### src/rtl/disp_pkg.sv
//==============================================================================
// Module   : disp_pkg
// Purpose  : Shared display constants, the segment codes and the snapshot record.
// Revision : 1.0 - initial release
//==============================================================================
`default_nettype none

package disp_pkg;

   localparam int DIGITS = 8;
   localparam int DP_BIT = 7;

   localparam logic [7:0] SEG_OFF = 8'h00;
   localparam logic [7:0] LEG_OFF = 8'hFF;

   // Segment codes, bit order {g,f,e,d,c,b,a}
   localparam logic [6:0] SEG_0 = 7'h3F;
   localparam logic [6:0] SEG_1 = 7'h06;
   localparam logic [6:0] SEG_2 = 7'h5B;
   localparam logic [6:0] SEG_3 = 7'h4F;
   localparam logic [6:0] SEG_4 = 7'h66;
   localparam logic [6:0] SEG_5 = 7'h6D;
   localparam logic [6:0] SEG_6 = 7'h7D;
   localparam logic [6:0] SEG_7 = 7'h07;
   localparam logic [6:0] SEG_8 = 7'h7F;
   localparam logic [6:0] SEG_9 = 7'h6F;

   typedef struct packed {
      logic [4*DIGITS-1:0] digits;
      logic [DIGITS-1:0]   dp;
      logic [DIGITS-1:0]   blank;
      logic [DIGITS-1:0]   blink;
   } snap_t;

   function automatic logic [DIGITS-1:0] leg_sel(input logic [2:0] idx);
      return ~(8'b1 << idx);
   endfunction

endpackage

`default_nettype wire

### src/rtl/disp_scan_if.sv
//==============================================================================
// Module   : disp_scan_if
// Purpose  : Digit/mask inputs and the leg/dis scan bus of one display source.
// Revision : 1.0 - initial release
//==============================================================================
`default_nettype none

interface disp_scan_if;
   import disp_pkg::*;

   logic [4*DIGITS-1:0] digits;
   logic [DIGITS-1:0]   dp_mask;
   logic [DIGITS-1:0]   blank_mask;
   logic [DIGITS-1:0]   blink_mask;
   logic [DIGITS-1:0]   leg;
   logic [7:0]          dis;
   logic                frame_done;

   // master: the scan driver; slave: whoever supplies digits and consumes the bus
   modport master (
      input  digits, dp_mask, blank_mask, blink_mask,
      output leg, dis, frame_done
   );

   modport slave (
      output digits, dp_mask, blank_mask, blink_mask,
      input  leg, dis, frame_done
   );

endinterface

`default_nettype wire

### src/rtl/seg7_enc.sv
//==============================================================================
// Module   : seg7_enc
// Purpose  : Combinational BCD to seven-segment decode; non-BCD codes go dark.
// Revision : 1.0 - initial release
//==============================================================================
`default_nettype none

module seg7_enc
   import disp_pkg::*;
(
   input  logic [3:0] bcd,
   output logic [6:0] seg
);

   always_comb begin
      seg = 7'h00;
      case (bcd)
         4'd0:    seg = SEG_0;
         4'd1:    seg = SEG_1;
         4'd2:    seg = SEG_2;
         4'd3:    seg = SEG_3;
         4'd4:    seg = SEG_4;
         4'd5:    seg = SEG_5;
         4'd6:    seg = SEG_6;
         4'd7:    seg = SEG_7;
         4'd8:    seg = SEG_8;
         4'd9:    seg = SEG_9;
         default: seg = 7'h00;
      endcase
   end

endmodule

`default_nettype wire

### src/rtl/disp_scan.sv
//==============================================================================
// Module   : disp_scan
// Purpose  : 8-digit time-multiplexed seven-segment scan driver with per-frame
//            input snapshot. Optional digit blinking under DISP_SCAN_BLINK_EN.
// Revision : 1.0 - initial release
//==============================================================================
`default_nettype none

module disp_scan
   import disp_pkg::*;
#(
   parameter int SCAN_DIV     = 50000,
   parameter int BLINK_FRAMES = 16
)(
   input  logic        clk,
   input  logic        rst_n,
   disp_scan_if.master bus
);

   localparam int CNT_W = (SCAN_DIV > 2) ? $clog2(SCAN_DIV) : 1;
   localparam logic [CNT_W-1:0] c_cnt_last = CNT_W'(SCAN_DIV - 1);

   logic [CNT_W-1:0]  r_cnt;
   logic [2:0]        r_idx;
   snap_t             r_snap;
   logic              r_wrap;
   logic              r_frame_done;
   logic [DIGITS-1:0] r_leg;
   logic [7:0]        r_dis;

   logic              w_tick;
   logic              w_frame_end;
   logic              w_phase;
   snap_t             w_snap_in;
   logic [3:0]        w_nib;
   logic [6:0]        w_seg;
   logic [7:0]        w_dis;

   assign w_tick      = (r_cnt == c_cnt_last);
   assign w_frame_end = w_tick && (r_idx == 3'd7);

   always_comb begin
      w_snap_in        = '0;
      w_snap_in.digits = bus.digits;
      w_snap_in.dp     = bus.dp_mask;
      w_snap_in.blank  = bus.blank_mask;
`ifdef DISP_SCAN_BLINK_EN
      w_snap_in.blink  = bus.blink_mask;
`else
      w_snap_in.blink  = '0;
`endif
   end

`ifdef DISP_SCAN_BLINK_EN
   localparam int FC_W = (BLINK_FRAMES > 2) ? $clog2(BLINK_FRAMES) : 1;
   localparam logic [FC_W-1:0] c_fc_last = FC_W'(BLINK_FRAMES - 1);

   logic [FC_W-1:0] r_fcnt;
   logic            r_phase;

   // Phase flips at the end of the last frame of a half-period so that the
   // first digit of the following frame already sees the new phase.
   always_ff @(posedge clk) begin
      if (!rst_n) begin
         r_fcnt  <= '0;
         r_phase <= 1'b0;
      end else if (w_frame_end) begin
         if (r_fcnt == c_fc_last) begin
            r_fcnt  <= '0;
            r_phase <= ~r_phase;
         end else begin
            r_fcnt  <= r_fcnt + FC_W'(1);
         end
      end
   end

   assign w_phase = r_phase;
`else
   localparam int c_unused_blink_frames = BLINK_FRAMES;
   logic w_unused_blink;
   assign w_unused_blink = ^bus.blink_mask;
   assign w_phase        = 1'b0;
`endif

   assign w_nib = r_snap.digits[{r_idx, 2'b00} +: 4];

   seg7_enc u_seg7_enc (
      .bcd (w_nib),
      .seg (w_seg)
   );

   always_comb begin
      w_dis = {r_snap.dp[r_idx], w_seg};
      if (r_snap.blank[r_idx] || (w_phase && r_snap.blink[r_idx])) begin
         w_dis = SEG_OFF;
      end
   end

   always_ff @(posedge clk) begin
      if (!rst_n) begin
         r_cnt        <= '0;
         r_idx        <= 3'd0;
         r_snap       <= '0;
         r_wrap       <= 1'b0;
         r_frame_done <= 1'b0;
         r_leg        <= LEG_OFF;
         r_dis        <= SEG_OFF;
      end else begin
         if (w_tick) begin
            r_cnt <= '0;
            r_idx <= r_idx + 3'd1;
         end else begin
            r_cnt <= r_cnt + CNT_W'(1);
         end
         if (w_frame_end) begin
            r_snap <= w_snap_in;
         end
         // frame_done is delayed one extra cycle to line up with the lagged outputs
         r_wrap       <= w_frame_end;
         r_frame_done <= r_wrap;
         r_leg        <= leg_sel(r_idx);
         r_dis        <= w_dis;
      end
   end

   assign bus.leg        = r_leg;
   assign bus.dis        = r_dis;
   assign bus.frame_done = r_frame_done;

endmodule

`default_nettype wire

### src/flat_wrapper.sv
// flat-port wrapper written by rule: the top's interface ports become plain ports
module disp_scan_flat import disp_pkg::*;
#(
   parameter int SCAN_DIV     = 50000,
   parameter int BLINK_FRAMES = 16
)
  (clk, rst_n, bus_digits, bus_dp_mask, bus_blank_mask, bus_blink_mask, bus_leg, bus_dis, bus_frame_done);
  disp_scan_if bus_i ();
  input  logic clk;
  input  logic rst_n;
  input wire logic [$bits(bus_i.digits)-1:0] bus_digits;
  input wire logic [$bits(bus_i.dp_mask)-1:0] bus_dp_mask;
  input wire logic [$bits(bus_i.blank_mask)-1:0] bus_blank_mask;
  input wire logic [$bits(bus_i.blink_mask)-1:0] bus_blink_mask;
  output wire logic [$bits(bus_i.leg)-1:0] bus_leg;
  output wire logic [$bits(bus_i.dis)-1:0] bus_dis;
  output wire logic [$bits(bus_i.frame_done)-1:0] bus_frame_done;
  assign bus_i.digits = bus_digits;
  assign bus_i.dp_mask = bus_dp_mask;
  assign bus_i.blank_mask = bus_blank_mask;
  assign bus_i.blink_mask = bus_blink_mask;
  assign bus_leg = bus_i.leg;
  assign bus_dis = bus_i.dis;
  assign bus_frame_done = bus_i.frame_done;
  disp_scan #(.SCAN_DIV(SCAN_DIV), .BLINK_FRAMES(BLINK_FRAMES)) u_core (.clk(clk), .rst_n(rst_n), .bus(bus_i));
endmodule
### config.mk
export PLATFORM = sky130hd
export DESIGN_NAME = disp_scan_flat
export DESIGN_NICKNAME = d
export VERILOG_FILES = /design/src/rtl/disp_pkg.sv /design/src/rtl/disp_scan_if.sv /design/src/rtl/seg7_enc.sv /design/src/rtl/disp_scan.sv /design/src/flat_wrapper.sv
export SDC_FILE = /design/constraint.sdc
export NUM_CORES = 1
export LEC_CHECK = 0
export CORE_ASPECT_RATIO = 1.75
export CORE_MARGIN = 4
export CORE_UTILIZATION = 38
export CTS_CLUSTER_DIAMETER = 30
export DETAILED_ROUTE_END_ITERATION = 8
export PLACE_DENSITY = 0.72
export SKIP_CTS_REPAIR_TIMING = 1
export SLEW_MARGIN = 5
export SYNTH_ARGS = -nofsm -noshare
export SYNTH_HDL_FRONTEND = slang
export SYNTH_SLANG_ARGS = --single-unit
### constraint.sdc
create_clock -name clk -period 3 [get_ports clk]
set_input_delay 0.45 -clock clk [delete_from_list [all_inputs] [get_ports clk]]
set_output_delay 0.45 -clock clk [all_outputs]
set_load 0.02 [all_outputs]
# After elaboration in Yosys (flattened, before gate mapping)

Memory sizes are Yosys's and may differ from the RTL's. A register that Yosys moved wholly into a read port is not among the register bits.
Cells that the tools add are included.

$add $sub $neg: 2
Order comparisons: 1
Equality and inequality tests: 2
Shift-type cells: 2
Multiplexer cells: 4
Bitwise gates (word level): 2
Reductions and logical operators: 3

Operator list:

| operator                | number |
|---|---|
| $shiftx A32 B6 Y4       | 1 |
| $add A16 B1 Y16 const B | 1 |
| $eq A16 B16 Y1 const B  | 1 |
| $not A8 Y8              | 1 |
| $shl A1 B3 Y8 const A   | 1 |
| $bmux W1 S3             | 2 |
| $lt A3 B4 Y1 const B    | 1 |
| $reduce_or A2 Y1        | 2 |
| $add A3 B1 Y3 const B   | 1 |
| $eq A3 B3 Y1 const B    | 1 |
| $mux W1                 | 2 |
| $logic_and A1 B1 Y1     | 1 |
| $not A1 Y1              | 1 |

Register bits after elaboration: 85
Bits in read-only memories: 112
Bits of input ports: 58
Output and inout port bits: 17
Logic and storage cells: 26
Memories kept: 1

Memory list:

| memory          | words | width | rd ports | clocked after Yosys merged registers in | wr ports | RTL line       | source |
|---|---|---|---|---|---|---|---|
| (no name shown) | 16    | 7     | 1        | 1                                       | 0        | seg7_enc.sv:17 | `case (bcd)` |

# Logic depth before layout (Yosys ltp)

Depth in word-level cells: 3
Gate-level depth with buffers: 8
Gate-level depth less buffers: 7

# Hierarchy

A second synthesis with hierarchy kept.

Cell total of the unflattened synthesis: 355
Area, all modules: 3783.6 sq um

By module, submodules not included:

| module    | instances | cells each | area each (sq um) | seq. area each (sq um) |
|---|---|---|---|---|
| disp_scan | 1         | 329        | 3582.2            | 1701.6 |
| seg7_enc  | 1         | 26         | 201.4             | 0.0 |

# Least setup slack after synthesis

Ideal clock, no wire load.

Path type: flip-flop to flip-flop
Start: register u_core.r_idx[0]
End: register u_core.r_dis[0], in the netlist u_core.bus.dis[0]
Setup time: 0.075 ns
Arrival time: 2.222 ns
Required time: 2.925 ns
Setup slack: 0.704 ns
Stages on the path, launching flop included: 9
Path buffers: 2
Period minus slack after synthesis: 2.296 ns
Cells stage by stage: dfxtp_1 buf_6 buf_12 mux4_1 mux2i_1 inv_1 ha_1 mux2_1 o22ai_1

Longest elaborated chain between the ends: 3

RTL lines:

| item                                                      | RTL line         | source |
|---|---|---|
| from (decl)                                               | disp_scan.sv:24  | `logic [2:0] r_idx;` |
| from (signal assigned)                                    | disp_scan.sv:111 | `r_idx <= r_idx + 3'd1;` |
| branches (longest 3 deep; another with $shiftx A32 B6 Y4) | n/a              |  |
| to (decl)                                                 | disp_scan.sv:29  | `logic [7:0] r_dis;` |

Several ways; the timed one is not identified. The select of a mux whose other input is x is not followed.
A chain may end at the register's enable or synchronous reset.

# Final worst setup path

Start: register u_core.r_idx[0]
End: register u_core.r_snap[21] in the netlist's numbering

Longest elaborated chain between the ends: 2

RTL lines:

| item                 | RTL line         | source |
|---|---|---|
| $eq A3 B3 Y1         | disp_scan.sv:40  | `assign w_frame_end = w_tick && (r_idx == 3'd7);` |
| $logic_and A1 B1 Y1  | disp_scan.sv:40  |  |
| to (signal assigned) | disp_scan.sv:116 | `r_snap <= w_snap_in;` |
| to (decl)            | disp_scan.sv:25  | `snap_t r_snap;` |

No other way between the ends.

==> run_summary.xml <==
<?xml version="1.0" encoding="UTF-8"?>
<metrics>
  <group name="place">
    <metric name="gpl.final_weighted_congestion" unit="">0.801</metric>
    <metric name="detailedPlacementHpwl" unit="um">5920</metric>
    <metric name="numPlacedInstances" unit="">568</metric>
    <metric name="postPlaceCellArea" unit="um2">4470</metric>
    <metric name="io_buf_count" unit="">66</metric>
  </group>
  <group name="detailed_routing">
    <metric name="drc" unit="">0</metric>
    <metric name="post_drt_wl_per_cell" unit="um">14.4</metric>
    <metric name="totalWireLength" unit="um">8430</metric>
    <metric name="drtIter0Drc" unit="">108</metric>
    <metric name="firstDrtPassIters" unit="">4</metric>
    <metric name="routed_via_density" unit="">5.33</metric>
    <metric name="drt.antenna.violating_nets" unit="">0</metric>
    <metric name="route.vias.total" unit="">3113</metric>
  </group>
  <group name="power_and_ir_drop">
    <metric name="sw_power" unit="mW">0.504</metric>
    <metric name="comb_power_share" unit="%">4.6</metric>
    <metric name="pwr-share-clk" unit="%">48.8</metric>
    <metric name="ir_worst_vdd" unit="uV">352</metric>
    <metric name="power_report.internal_total" unit="mW">1.95</metric>
    <metric name="netSwitchingFraction" unit="%">20.6</metric>
    <metric name="static-leakage-power" unit="nW">1.63</metric>
    <metric name="total_power_density_per_cell_area" unit="nW/um2">511</metric>
    <metric name="share_seq_of_total_power" unit="%">46.6</metric>
  </group>
  <group name="timing">
    <metric name="report.final.slew_viol_count" unit="">0</metric>
    <metric name="final_worst_path_cycle_share" unit="%">82.6</metric>
    <metric name="final.setup_skew" unit="ps">7.54</metric>
    <metric name="worst_slew_pin_slew" unit="ps">1130</metric>
    <metric name="finalSetupViolations" unit="">0</metric>
    <metric name="finalHoldViolCount" unit="">0</metric>
    <metric name="final.min_clock_period" unit="ps">2480</metric>
    <metric name="rsz0062_at_grt" unit="">false</metric>
    <metric name="worst_slew_margin_rel" unit="%">24.5</metric>
    <metric name="final.setup.tns" unit="ps">0</metric>
    <metric name="clock.fmax" unit="MHz">404</metric>
  </group>
  <group name="die">
    <metric name="std_cell_rows" unit="">47</metric>
    <metric name="starting_utilization_of_the_core_area" unit="%">39.3</metric>
    <metric name="core" unit="um2">9590</metric>
    <metric name="design.portCount" unit="">75</metric>
    <metric name="die_area" unit="um2">11600</metric>
    <metric name="die_x" unit="um">83.2</metric>
    <metric name="die_y" unit="um">140</metric>
  </group>
  <group name="yosys">
    <metric name="part_of_the_yosys_area_used_for_sequential_elements" unit="%">45.2</metric>
    <metric name="yosysUniqueCellTypes" unit="">39</metric>
    <metric name="synth.ff_latch_count" unit="">85</metric>
    <metric name="synth.avg_cell_area" unit="um2">9.25</metric>
    <metric name="synth-warning-count" unit="">0</metric>
    <metric name="syn-instance-count" unit="">407</metric>
    <metric name="netlist_area" unit="um2">3760</metric>
    <metric name="syn-num-nets" unit="">478</metric>
  </group>
  <group name="worst_setup_path">
    <metric name="worst_path_fanout_max" unit="">48</metric>
    <metric name="regToRegEndpoint" unit="">u_core.r_snap[21]</metric>
    <metric name="regToRegSetupSlack" unit="ps">520</metric>
    <metric name="crit_path_end_kind" unit="">flip-flop</metric>
    <metric name="worst-r2r-cell-count" unit="">6</metric>
    <metric name="critical_path_required" unit="ps">3260</metric>
    <metric name="criticalPathCategory" unit="">reg2reg</metric>
    <metric name="regToRegStartpoint" unit="">u_core.r_idx[0]</metric>
    <metric name="crit_arrival" unit="ps">2740</metric>
    <metric name="critical_path.startpoint_type" unit="">flip-flop</metric>
  </group>
  <group name="cells_and_area">
    <metric name="antenna_cells" unit="">0</metric>
    <metric name="fin_area" unit="um2">4800</metric>
    <metric name="synthToLayoutAreaGrowth" unit="%">27.5</metric>
    <metric name="layout-drive-gt1-share" unit="%">8.01</metric>
    <metric name="fin_nets" unit="">528</metric>
    <metric name="layoutNonFillerInstCount" unit="">584</metric>
  </group>
  <group name="global_routing">
    <metric name="groute.layer.met1.usage" unit="%">16.0</metric>
    <metric name="grt_max_degree" unit="">53</metric>
    <metric name="grtUsageTotal" unit="%">14.6</metric>
    <metric name="globalRouteMet2Util" unit="%">25.5</metric>
    <metric name="gr-total-overflow" unit="">0</metric>
    <metric name="global_route_wire_length_before_repair" unit="um">13700</metric>
    <metric name="first_global_vias" unit="">2969</metric>
    <metric name="grtUsageMet3" unit="%">3.78</metric>
    <metric name="grt_most_used_layer" unit="">met2</metric>
    <metric name="number_of_antenna_violations_at_the_first_check_in_global_routing" unit="">0</metric>
  </group>
  <group name="job">
    <metric name="max-cap-violations" unit="">0</metric>
  </group>
  <group name="hold_path">
    <metric name="timing.hold.worst_path_depth" unit="">1</metric>
    <metric name="holdPathEnd" unit="">u_core.bus.frame_done</metric>
    <metric name="type_of_the_worst_min_delay_path" unit="">reg2reg</metric>
    <metric name="worst_hold_startpoint" unit="">u_core.r_wrap</metric>
  </group>
  <group name="clock_tree">
    <metric name="tritoncts" unit="">done</metric>
    <metric name="worst_skew_pair.late_latency" unit="ps">340</metric>
    <metric name="cts_inserted_buffers" unit="">9</metric>
    <metric name="cts_htree_levels" unit="">3</metric>
    <metric name="maximum_clock_path_buffer_count" unit="">2</metric>
    <metric name="clock_sink_count" unit="">85</metric>
    <metric name="clk_transition_reported_paths" unit="ps">60</metric>
    <metric name="root_buffer" unit="">sky130_fd_sc_hd__clkbuf_16</metric>
  </group>
  <group name="outcome">
    <metric name="result_of_the_run" unit="">complete, no violations</metric>
  </group>
</metrics>
through the flow:
| stage | utilization (%) | total power [mW] | worst slack, ps | hold slack, ps |
|---|---|---|---|---|
| 6_report | 50.1 | 2.45 | 523 | 437 |
| 5_1_grt | 50.1 | 2.53 | 262 | 467 |
| 4_1_cts | 50.1 | 2.47 | 486 | 445 |
| 3_5_place_dp | 46.7 | 1.28 | 517 | 431 |
| 3_3_place_gp | 46.7 | 1.28 | 602 | 416 |
| 2_1_floorplan | - | 1.20 | 704 | 412 |
critical path, cell delays in order, from the launching register on:
cell	delay, ps
sky130_fd_sc_hd__dfxtp_1	480
sky130_fd_sc_hd__buf_4	270
sky130_fd_sc_hd__ha_1	230
sky130_fd_sc_hd__ha_2	180
sky130_fd_sc_hd__inv_1	810
sky130_fd_sc_hd__o21ai_0	250
sky130_fd_sc_hd__a21oi_1	170
how the worst max path moves through the flow:
stage,depth (start not counted),slack (ps),endpoint,startpoint
finish,6,520,u_core.r_snap[21],u_core.r_idx[0]
global route,6,260,u_core.r_snap[23],u_core.r_idx[0]
CTS,6,490,u_core.r_snap[21],u_core.r_idx[0]
detailed placement,6,520,u_core.r_snap[27],u_core.r_idx[0]
global placement,6,600,u_core.r_snap[21],u_core.r_idx[0]
floorplan,8,700,u_core.bus.dis[0],u_core.r_idx[0]
cells in the mapped netlist (all sizes together):
cell	count	area (um2)
nor3	3	15.0
mux2i	5	75.1
mux2	2	26.3
nand2	14	52.6
nand4	5	31.3
a21oi	50	250
dfxtp	85	1700
mux4	12	289
xnor2	14	123
or3	1	6.26
nand3	58	290
clkbuf	26	97.6
and2	1	6.26
nor4bb	2	20.0
and4	1	8.76
buf	8	61.3
o21a	1	7.51
a21boi	3	22.5
ha	13	163
clkinv	1	3.75
nor2	22	82.6
xor2	2	17.5
nor4	4	25.0
and3	2	12.5
o21ai	51	255
nand2b	3	26.3
o22ai	4	31.3
nand4b	1	8.76
nor4b	1	8.76
inv	12	45.0
placed cells by master (no fill, tap or decap), types with 4 or more instances in the layout:
master | synthesis | layout
sky130_fd_sc_hd__buf_4 | 0 | 7
sky130_fd_sc_hd__a21oi_1 | 50 | 50
sky130_fd_sc_hd__nor2_1 | 22 | 22
sky130_fd_sc_hd__mux4_1 | 5 | 5
sky130_fd_sc_hd__dfxtp_1 | 85 | 85
sky130_fd_sc_hd__ha_1 | 13 | 12
sky130_fd_sc_hd__clkbuf_16 | 0 | 9
sky130_fd_sc_hd__clkdlybuf4s50_1 | 0 | 66
sky130_fd_sc_hd__nor4_1 | 4 | 4
sky130_fd_sc_hd__o21ai_0 | 48 | 48
sky130_fd_sc_hd__nand3_1 | 58 | 58
sky130_fd_sc_hd__nand2_1 | 14 | 14
sky130_fd_sc_hd__inv_1 | 11 | 11
sky130_fd_sc_hd__mux4_2 | 7 | 7
sky130_fd_sc_hd__xnor2_1 | 14 | 14
sky130_fd_sc_hd__nand4_1 | 5 | 5
layer usage:
layer	up-vias	part of all wire [%]
li1	1548	-
met1	1466	40
met2	75	53
met3	24	4.4
met4	0	3.1
met5	-	0
power groups by stage:
stage | Sequential, mW | Combinational [mW] | Clock (mW)
2_1_floorplan | 1.17 | 0.0249 | 0
3_3_place_gp | 1.17 | 0.112 | 0
3_5_place_dp | 1.17 | 0.113 | 0
4_1_cts | 1.14 | 0.114 | 1.22
5_1_grt | 1.14 | 0.120 | 1.27
6_report | 1.14 | 0.113 | 1.20
state kept, by name, summed over array words and instances (netlist names):
register	count
u_core.bus.frame_done	1
u_core.r_snap	48
u_core.r_wrap	1
u_core.r_idx	3
u_core.bus.leg	8
u_core.r_cnt	16
u_core.bus.dis	8
kinds of logic (layout without fill, tap and decap cells):
| kind of cell | after synthesis | in the layout | share of synthesized area, % |
|---|---|---|---|
| compound gates | 109 | 109 | 15.1 |
| simple gates | 118 | 118 | 15.8 |
| flops | 85 | 85 | 45.2 |
| xor+xnor | 16 | 16 | 3.72 |
| buf+inv | 47 | 102 | 5.52 |
| fa+ha+maj | 13 | 13 | 4.32 |
| mux | 19 | 19 | 10.4 |
cell type report:
type | count | area (um2)
multi-input cells | 275 | 1860
fillers | 891 | 4790
well taps | 122 | 153
inverters | 13 | 48.8
repair buffers | 73 | 713
clock buffers | 10 | 229
flip-flops and latches | 85 | 1700
clock inverters | 6 | 95.1
No activity file was read; power rests on OpenSTA's default activity.
==> edit (same settings) <==
`SCAN_DIV` is set to 50000 in 2 places; all go to 200000.
--- a/src/rtl/disp_scan.sv
+++ b/src/rtl/disp_scan.sv
@@ -11,3 +11,3 @@
 #(
-   parameter int SCAN_DIV     = 50000,
+   parameter int SCAN_DIV     = 200000,
    parameter int BLINK_FRAMES = 16
--- a/src/flat_wrapper.sv
+++ b/src/flat_wrapper.sv
@@ -3,3 +3,3 @@
 #(
-   parameter int SCAN_DIV     = 50000,
+   parameter int SCAN_DIV     = 200000,
    parameter int BLINK_FRAMES = 16
Check against the original RTL: same outputs for any inputs over 10 cycles, from zero or initial values and one cycle with rst_n low; that may be too few to reach the edited logic, so the function may still have changed.
==> edit against the original RTL <==
Count of clock-buffer cells in the layout increased by 2. Wire length increased by 23%. Total power decreased by 2.2%. Synthesized area increased by 12%. Synthesized cell count increased by 5.7%. Cell area increased by 8.5%. Global-route usage increased by 2.0 points. Setup slack got worse by 0.019 ns. Via count increased by 11%. Sequential cell count increased by 2. Clock skew decreased by 0.0018 ns.
==> edit: results (changes against the original RTL) <==
Finished Layout Cells = 607 (was 584)
Critical path's top delay family = compound AO/OA/AOI/OAI gates (was buffers and inverters)
Commonest cells in the netlist = 87 x dfxtp_1, 54 x nand4_1, 49 x o31ai_1, 48 x a21boi_1, 31 x clkbuf_1 (was 85 x dfxtp_1, 58 x nand3_1, 50 x a21oi_1, 48 x o21ai_0, 26 x clkbuf_1)
Status = finished clean (unchanged)
R2R cell count = 5 (was 6)
FF+latch area = 1740 um2 (was 1700 um2)
Crit-path max cell delay = 0.65 ns (was 0.81 ns)
Sw Share = 20.4% (was 20.6%)
Static Leak = 0.00175 uW (was 0.00163 uW)
Share of cells above drive strength 1 = 10.1% (was 8.01%)
Clock power share = 46.0% (was 48.8%)
Clock buffer cells = 12 (was 10)
Final wirelength = 10300 um (was 8430 um)
CP Capture Point = u_core.bus.dis[3] (was u_core.r_snap[21])
M1 WL = 3900 um (was 3360 um)
DP Cell Count = 591 (was 568)
PnR worst setup slack = 0.504 ns (was 0.523 ns)
Top flop regs = u_core.r_snap (48), u_core.r_cnt (18) (was u_core.r_snap (48), u_core.r_cnt (16))
GP Congestion = 0.838 (was 0.801)
WL met3 = 436 um (was 369 um)
Iteration-0 DRC Markers = 183 (was 108)
Synthesis-stage register bit count = 87 (was 85)
Area Growth Syn to Fin = 24.1% (was 27.5%)
Netlist cell types = 40 (was 39)
Clock-cell share of area = 5.60% (was 6.75%)
Crit-path slowest cell = dfxtp_1 (was inv_1)
Synthesized instance count = 430 (was 407)
Arr. time, crit path = 2.76 ns (was 2.74 ns)
Final non-clock buffer share = 14.4% (was 14.9%)
Seq/Total Area, Yosys = 41.5% (was 45.2%)
R2R Path Start = u_core.r_idx[0] (unchanged)
Dpl cell area = 4920 um2 (was 4470 um2)
Hold slack = 0.435 ns (was 0.437 ns)
# fillers = 976 (was 891)
Slew headroom = 55.6% (was 24.5%)
Grt met1 use = 18.1% (was 16.0%)
Inverters = 11 (was 13)
Cell-internal power = 1910 uW (was 1950 uW)
Bufs w/o clock = 78 (was 73)
Crit-path max FO = 9 (was 48)
First-pass GRT wire length = 16700 um (was 13700 um)
Peak VDD IR = 0.341 mV (was 0.352 mV)
HPWL Detailed = 7130 um (was 5920 um)
Logic pwr share = 5.3% (was 4.6%)
DR vias/cell = 5.69 (was 5.33)
Syn nets = 501 (was 478)
M2 GR Usage = 28.9% (was 25.5%)
Nets = 543 (was 528)
-- edit: changes by cell type after synthesis, sizes merged, moves of 10 or more --
cell    before  now
nand4        5   54
xnor2       14    2
o31ai        0   49
xor2         2   12
o21ai       51    8
nand3       58   14
a21boi       3   53
a21oi       50    4
-- edit: cell families (layout without fill, tap and decap cells) --
logic type	Yosys count	in the layout	synth area share (%)
AND/OR/NAND/NOR	120	120	16.2
AO/OA/AOI/OAI	119	119	20.7
flip-flops	87	87	41.5
buffers and inverters	58	105	5.99
multiplexers	19	19	8.77
XOR/XNOR	14	14	2.92
adder cells (fa/ha/maj)	13	13	3.88
-- edit: worst register-to-register path: cells and delay by family (launching register included) --
family | cells | cell delay [ns]
flip-flops | 1 | 0.65
AO/OA/AOI/OAI | 2 | 0.71
multiplexers | 1 | 0.51
AND/OR/NAND/NOR | 1 | 0.26
buffers and inverters | 1 | 0.29
